<file path="src/rtl/date_pkg.sv">
// Shared definitions for the calendar date stage.
// Holds the default select codes, month-length constants, the edit-field
// encoding and a helper that returns the length of a month.
package date_pkg;

    localparam int unsigned SEL_DAY_CODE   = 3;
    localparam int unsigned SEL_MONTH_CODE = 4;
    localparam int unsigned SEL_YEAR_CODE  = 5;

    localparam logic [4:0] DIM_28 = 5'd28;
    localparam logic [4:0] DIM_29 = 5'd29;
    localparam logic [4:0] DIM_30 = 5'd30;
    localparam logic [4:0] DIM_31 = 5'd31;

    typedef enum logic [1:0] {
        FIELD_NONE,
        FIELD_DAY,
        FIELD_MONTH,
        FIELD_YEAR
    } field_e;

    function automatic logic [4:0] month_length(input logic [3:0] month,
                                                input logic       leap);
        logic [4:0] len;
        case (month)
            4'd4, 4'd6, 4'd9, 4'd11: len = DIM_30;
            4'd2:                    len = leap ? DIM_29 : DIM_28;
            default:                 len = DIM_31;
        endcase
        return len;
    endfunction

endpackage

</file>
<file path="src/rtl/leap_year.sv">
// Gregorian leap-year test: divisible by 4 and (not by 100 or by 400).
// Year 0 is divisible by 400 and therefore counts as a leap year.
// Ports:
//   year  in   YEAR_W  binary year
//   leap  out  1       year is a leap year
module leap_year #(
    parameter int unsigned YEAR_W = 14
) (
    input  logic [YEAR_W-1:0] year,
    output logic              leap
);

    logic [31:0] y;

    assign y    = 32'(year);
    assign leap = ((y % 32'd4) == 32'd0) &&
                  (((y % 32'd100) != 32'd0) || ((y % 32'd400) == 32'd0));

endmodule

</file>
<file path="src/rtl/date_counter.sv">
// Calendar date stage: day/month/year registers advanced by the day-rollover
// carry from the hour stage, with edge-detected up/down editing of each field.
// Ports:
//   clk_1Hz        in   1       system tick, rising edge
//   rst_n          in   1       asynchronous active-low reset
//   en_1           in   1       count enable
//   carry_in       in   1       day rollover pulse
//   up, down       in   1       debounced button levels
//   select_item    in   SEL_W   field under edit
//   day_bin        out  5       day 1..31
//   month_bin      out  4       month 1..12
//   year_bin       out  YEAR_W  year
//   days_in_month  out  5       length of the current month
//   leap           out  1       current year is a leap year
//   edit_active    out  1       select_item addresses a field
//   carry_out      out  1       one-cycle pulse on YEAR_MAX -> YEAR_MIN wrap
module date_counter
    import date_pkg::*;
#(
    parameter int unsigned YEAR_W      = 14,
    parameter int unsigned YEAR_MIN    = 0,
    parameter int unsigned YEAR_MAX    = 9999,
    parameter int unsigned RESET_DAY   = 1,
    parameter int unsigned RESET_MONTH = 1,
    parameter int unsigned RESET_YEAR  = 2000,
    parameter int unsigned SEL_W       = 3,
    parameter logic [SEL_W-1:0] SEL_DAY   = SEL_W'(SEL_DAY_CODE),
    parameter logic [SEL_W-1:0] SEL_MONTH = SEL_W'(SEL_MONTH_CODE),
    parameter logic [SEL_W-1:0] SEL_YEAR  = SEL_W'(SEL_YEAR_CODE)
) (
    input  logic              clk_1Hz,
    input  logic              rst_n,
    input  logic              en_1,
    input  logic              carry_in,
    input  logic              up,
    input  logic              down,
    input  logic [SEL_W-1:0]  select_item,
    output logic [4:0]        day_bin,
    output logic [3:0]        month_bin,
    output logic [YEAR_W-1:0] year_bin,
    output logic [4:0]        days_in_month,
    output logic              leap,
    output logic              edit_active,
    output logic              carry_out
);

    localparam logic [YEAR_W-1:0] Y_MIN = YEAR_W'(YEAR_MIN);
    localparam logic [YEAR_W-1:0] Y_MAX = YEAR_W'(YEAR_MAX);
    localparam logic [YEAR_W-1:0] Y_ONE = YEAR_W'(1);

    logic [4:0]        day_q, day_d, day_raw;
    logic [3:0]        month_q, month_d;
    logic [YEAR_W-1:0] year_q, year_d;
    logic              carry_out_q, carry_out_d;
    logic              up_q, down_q;
    logic              up_p, down_p, inc, dec;
    logic              leap_d;
    logic [4:0]        dim_d;
    field_e            field;

    leap_year #(.YEAR_W(YEAR_W)) u_leap_cur (.year(year_q), .leap(leap));
    leap_year #(.YEAR_W(YEAR_W)) u_leap_nxt (.year(year_d), .leap(leap_d));

    assign days_in_month = month_length(month_q, leap);

    always_comb begin
        field = FIELD_NONE;
        if (select_item == SEL_DAY)
            field = FIELD_DAY;
        else if (select_item == SEL_MONTH)
            field = FIELD_MONTH;
        else if (select_item == SEL_YEAR)
            field = FIELD_YEAR;
    end

    assign edit_active = (field != FIELD_NONE);

    // Simultaneous rising edges on both buttons cancel each other.
    assign up_p   = up & ~up_q;
    assign down_p = down & ~down_q;
    assign inc    = up_p & ~down_p;
    assign dec    = down_p & ~up_p;

    always_comb begin
        day_raw     = day_q;
        month_d     = month_q;
        year_d      = year_q;
        carry_out_d = 1'b0;
        case (field)
            FIELD_DAY: begin
                if (inc)
                    day_raw = (day_q >= days_in_month) ? 5'd1 : day_q + 5'd1;
                else if (dec)
                    day_raw = (day_q <= 5'd1) ? days_in_month : day_q - 5'd1;
            end
            FIELD_MONTH: begin
                if (inc)
                    month_d = (month_q >= 4'd12) ? 4'd1 : month_q + 4'd1;
                else if (dec)
                    month_d = (month_q <= 4'd1) ? 4'd12 : month_q - 4'd1;
            end
            FIELD_YEAR: begin
                if (inc)
                    year_d = (year_q >= Y_MAX) ? Y_MIN : year_q + Y_ONE;
                else if (dec)
                    year_d = (year_q <= Y_MIN) ? Y_MAX : year_q - Y_ONE;
            end
            FIELD_NONE: begin
                if (en_1 && carry_in) begin
                    if (day_q >= days_in_month) begin
                        day_raw = 5'd1;
                        if (month_q >= 4'd12) begin
                            month_d = 4'd1;
                            if (year_q >= Y_MAX) begin
                                year_d      = Y_MIN;
                                carry_out_d = 1'b1;
                            end else begin
                                year_d = year_q + Y_ONE;
                            end
                        end else begin
                            month_d = month_q + 4'd1;
                        end
                    end else begin
                        day_raw = day_q + 5'd1;
                    end
                end
            end
            default: ;
        endcase
    end

    // Clamp against the length of the month the date is moving into, using
    // the leap flag of the next year so year edits turn Feb 29 into Feb 28.
    assign dim_d = month_length(month_d, leap_d);
    assign day_d = (day_raw > dim_d) ? dim_d : day_raw;

    always_ff @(posedge clk_1Hz or negedge rst_n) begin
        if (!rst_n) begin
            day_q       <= 5'(RESET_DAY);
            month_q     <= 4'(RESET_MONTH);
            year_q      <= YEAR_W'(RESET_YEAR);
            carry_out_q <= 1'b0;
            up_q        <= 1'b1;
            down_q      <= 1'b1;
        end else begin
            day_q       <= day_d;
            month_q     <= month_d;
            year_q      <= year_d;
            carry_out_q <= carry_out_d;
            up_q        <= up;
            down_q      <= down;
        end
    end

    assign day_bin   = day_q;
    assign month_bin = month_q;
    assign year_bin  = year_q;
    assign carry_out = carry_out_q;

endmodule

</file>
<file path="config.mk">
export PLATFORM = sky130hd
export DESIGN_NAME = date_counter
export DESIGN_NICKNAME = d
export VERILOG_FILES = /design/src/rtl/date_pkg.sv /design/src/rtl/leap_year.sv /design/src/rtl/date_counter.sv
export SDC_FILE = /design/constraint.sdc
export NUM_CORES = 1
export LEC_CHECK = 0
export BUFFER_PORTS_ARGS = -buffer_cell sky130_fd_sc_hd__buf_2
export CAP_MARGIN = 10
export CELL_PAD_IN_SITES_DETAIL_PLACEMENT = 1
export CELL_PAD_IN_SITES_GLOBAL_PLACEMENT = 2
export CORE_MARGIN = 5
export CORE_UTILIZATION = 36
export DETAILED_ROUTE_END_ITERATION = 10
export PLACE_DENSITY = 0.9
export SLEW_MARGIN = 20
export SYNTH_ARGS = -nofsm -noshare
export SYNTH_HDL_FRONTEND = slang
export SYNTH_SLANG_ARGS = --single-unit
</file>
<file path="constraint.sdc">
create_clock -name clk_1Hz -period 16.4 [get_ports clk_1Hz]
set_input_delay 1.64 -clock clk_1Hz [delete_from_list [all_inputs] [get_ports clk_1Hz]]
set_output_delay 1.64 -clock clk_1Hz [all_outputs]
set_load 0.02 [all_outputs]
</file>
==> impl_metrics.yaml <==
outcome:
  status: "finished clean"
timing:
  period_share: 0.9306
  finalClockSkew_ps: 8.418
  post-route-min-period_ps: 15260
  hold_slack_ps: 632.8
  clock.fmax_mhz: 65.52
  hold_viol: 0
  worstMarginPinSlew_ps: 892.5
  setup_violations: 0
  slew_headroom: 0.4044
  maxSlewViolCount: 0
clocking:
  path_clk_slew_ps: 80
  cts_tree: "done"
  clock_sinks: 26
  hold_buffers: 0
  htreeDepth: 1
  cts-root-buf: "clkbuf_16"
  clk_latency_ps: 280
  numCtsBuffers: 3
  clockBufferDepth: 2
power:
  pwr-share-seq: 0.083
  switching_share: 0.5907
  p_leak_nw: 2.665
  peakVddDrop_mv: 0.3336
  p_int_mw: 0.7300
  fin_total_pwr_mw: 1.783
  power_frac_comb: 0.874
  p_switching_mw: 1.053
  power.share.clock: 0.043
  power_density_nw_per_um2: 248.4
synth:
  synth_warnings: 0
  synth_top_area_cell: "dfrtp_1"
  synth_simple_gate_area_frac: 0.3041
  synth_edf_count: 0
  synthCells: 976
  synth-adder-area-share: 0.04296
  ys_seq_area_frac: 0.09899
  synth-compound-area-share: 0.4111
  synthFlopType: "dfrtp_1"
  synth_xor_area_frac: 0.03810
  ys_ff_latch: 26
  ys_top_cells_by_area: "dfrtp_1, o21ai_0, nand2_1, a21oi_1, nor2_1"
  ys_types: 110
  synth_area_um2: 6699
  syn_area_per_cell_um2: 6.864
  synth_top_area_share: 0.05977
  synthMuxAreaShare: 0.03213
  ys_async_sr_fraction: 1.000
  synth_top_family_by_area: "compound AO/OA/AOI/OAI gates"
detailed_routing:
  vias: 7811
  dr.first_iter.drc_count: 653
  dr.pass1.iters: 5
  postRouteAntennaNets: 0
  via_per_inst: 6.547
  finalWirelength_um: 25220
  drc: 0
  routedWlPerCell_um: 21.14
global_route:
  grt_usage: 0.2249
  grt_first_pass_wirelength_um: 41300
  grt_max_degree: 28
  gr-total-overflow: 0
  antenna_found_initial: 0
  grt_pass1_vias: 7795
floorplanning:
  dieHeight_um: 146.4
  initial_utilization: 0.3691
  num_rows: 49
  dieArea_um2: 21440
  design.portCount: 40
  die_w_um: 146.4
  core-area_um2: 18150
setup_path:
  crit_top_cell: "a21oi_1"
  cp-end-kind: "register"
  slowest_delay_ps: 760
  cp_max_fo: 20
  crit_type: "register to register"
  crit_required_ps: 16620
  start_kind: "register"
  arrival_ps: 15480
  critPathSlowestCell: "dfstp_2"
place:
  place_congestion: 0.9301
  io_buffers: 36
  hpwl_um: 19070
  placed_area_um2: 6938
hold_path:
  min_path_type: "register to register"
final_layout:
  nets: 993
  drive_above_1_share: 0.1442
  antenna_cells: 0
  fin_area_um2: 7178
  area_delta_synth_final_pct: 7.153
  fillers: 2339
flow_run:
  maxCapViolCount: 0
layer usage:
metal  up-vias  track usage  wire (um)
li1       3753            -          -
met1      3823       0.3112      11600
met2       210       0.3834      12140
met3        25      0.02014       1155
met4         0      0.04563        321
met5         -            0          0
synth_stat cells (7+ instances only):
cell type,n
nor4_1,15
buf_2,20
and2_1,12
o31ai_1,13
o21ai_0,73
a221oi_1,11
and3_1,15
o21ai_1,8
clkbuf_1,43
a31oi_1,17
inv_1,26
a211oi_1,21
o221ai_1,9
nand2b_1,13
and4_1,7
o211ai_1,14
or2_2,8
nor2b_1,10
a21oi_1,65
ha_1,19
dfstp_2,10
dfrtp_1,16
nand4_1,11
nor3_1,44
a32oi_1,7
xnor2_1,11
mux2i_1,11
buf_4,7
o22ai_1,8
a311oi_1,7
o2111ai_1,8
o21a_1,16
xor2_1,8
nand3_1,38
or3_1,13
nand2_1,91
o21bai_1,9
nor2_1,81
a21o_1,8
kinds of logic (layout without fill, tap and decap cells):
kind of cell / Yosys count / in the layout
compound gates: 382 / 382
xor+xnor: 23 / 23
fa+ha+maj: 24 / 24
buf+inv: 109 / 95
flops: 26 / 26
mux: 19 / 19
other cells: 1 / 3
simple gates: 392 / 392
worst max-delay path, delay by kind of cell, from the launching register on:
kind | cells | cell delay (ps)
flip-flops | 1 | 760
AO/OA/AOI/OAI | 30 | 7560
AND/OR/NAND/NOR | 15 | 4140
adder cells (fa/ha/maj) | 4 | 1000
multiplexers | 3 | 1150
XOR/XNOR | 1 | 240
buffers and inverters | 3 | 330
through the flow:
| stage | setup TNS [ps] | instances | util | setup WS (ps) |
|---|---|---|---|---|
| 2_1_floorplan | 0 | 978 | - | 1817 |
| 3_3_place_gp | 0 | 1183 | 0.3823 | 643.1 |
| 3_5_place_dp | -97.96 | 1183 | 0.3823 | -97.96 |
| 4_1_cts | 0 | 1187 | 0.3885 | 31.35 |
| 5_1_grt | -92.41 | 1193 | 0.3955 | -92.41 |
| 6_report | 0 | 1193 | 0.3955 | 1138 |
final timing paths:
| check | slack (ps) | depth (start not counted) | startpoint | end |
|---|---|---|---|---|
| setup / recovery | 1140 | 56 | year_bin[9]$_DFF_PN1_ | day_bin[0]$_DFF_PN1_ |
| hold / removal | 630 | 2 | month_bin[0]$_DFF_PN1_ | month_bin[0]$_DFF_PN1_ |
| setup reg to reg | 1140 | 56 | year_bin[9]$_DFF_PN1_ | day_bin[0]$_DFF_PN1_ |
| hold reg to reg | 630 | 2 | month_bin[0]$_DFF_PN1_ | month_bin[0]$_DFF_PN1_ |
| max in group asynchronous | 14600 | 1 | rst_n | year_bin[11]$_DFF_PN0_ |
| min in group asynchronous | 1370 | 1 | rst_n | day_bin[2]$_DFF_PN0_ |
repair_timing:
action | in CTS | in global routing
endpoints found under the setup margin | 1 | 2
setup buffers | 0 | 6
resized for setup | 1 | 15
endpoints found under the hold margin | 0 | 0
pin swaps | 0 | 2
flip-flops by register name (all words and copies together) (netlist names):
name	cells
month_bin	4
down_q	1
year_bin	14
up_q	1
day_bin	5
carry_out	1
power by group through the flow:
stage                     Combinational (mW)  Sequential, mW  Clock [mW]
after floorplan                         1.19           0.119           0
after global placement                  1.45           0.146           0
after detailed placement                1.48           0.147           0
after CTS                               1.49           0.146      0.0773
after global routing                    1.71           0.154      0.0802
final                                   1.56           0.148      0.0759
cells in the final DEF, fill, tap and decap left out, drive strengths merged, types with 15 or more instances in the layout:
master / instances
nand2: 91
o21ai: 82
nor2: 81
a21oi: 66
buf: 59
nor3: 45
nand3: 39
inv: 29
a211oi: 23
ha: 19
a31oi: 18
dfrtp: 16
o21a: 16
o211ai: 16
and3: 15
nor4: 15
cell type report:
cell class	instances	area [um^2]	share of cell area
Sequential cell	26	663.1	0.09238
Multi-Input combinational cell	843	5647	0.7866
Timing Repair Buffer	59	352.8	0.04915
Inverter	32	123.9	0.01726
Clock inverter	1	30.03	0.004183
Clock buffer	3	75.07	0.01046
Tap cell	229	286.5	0.03992
(Power assumes the default switching activity.)
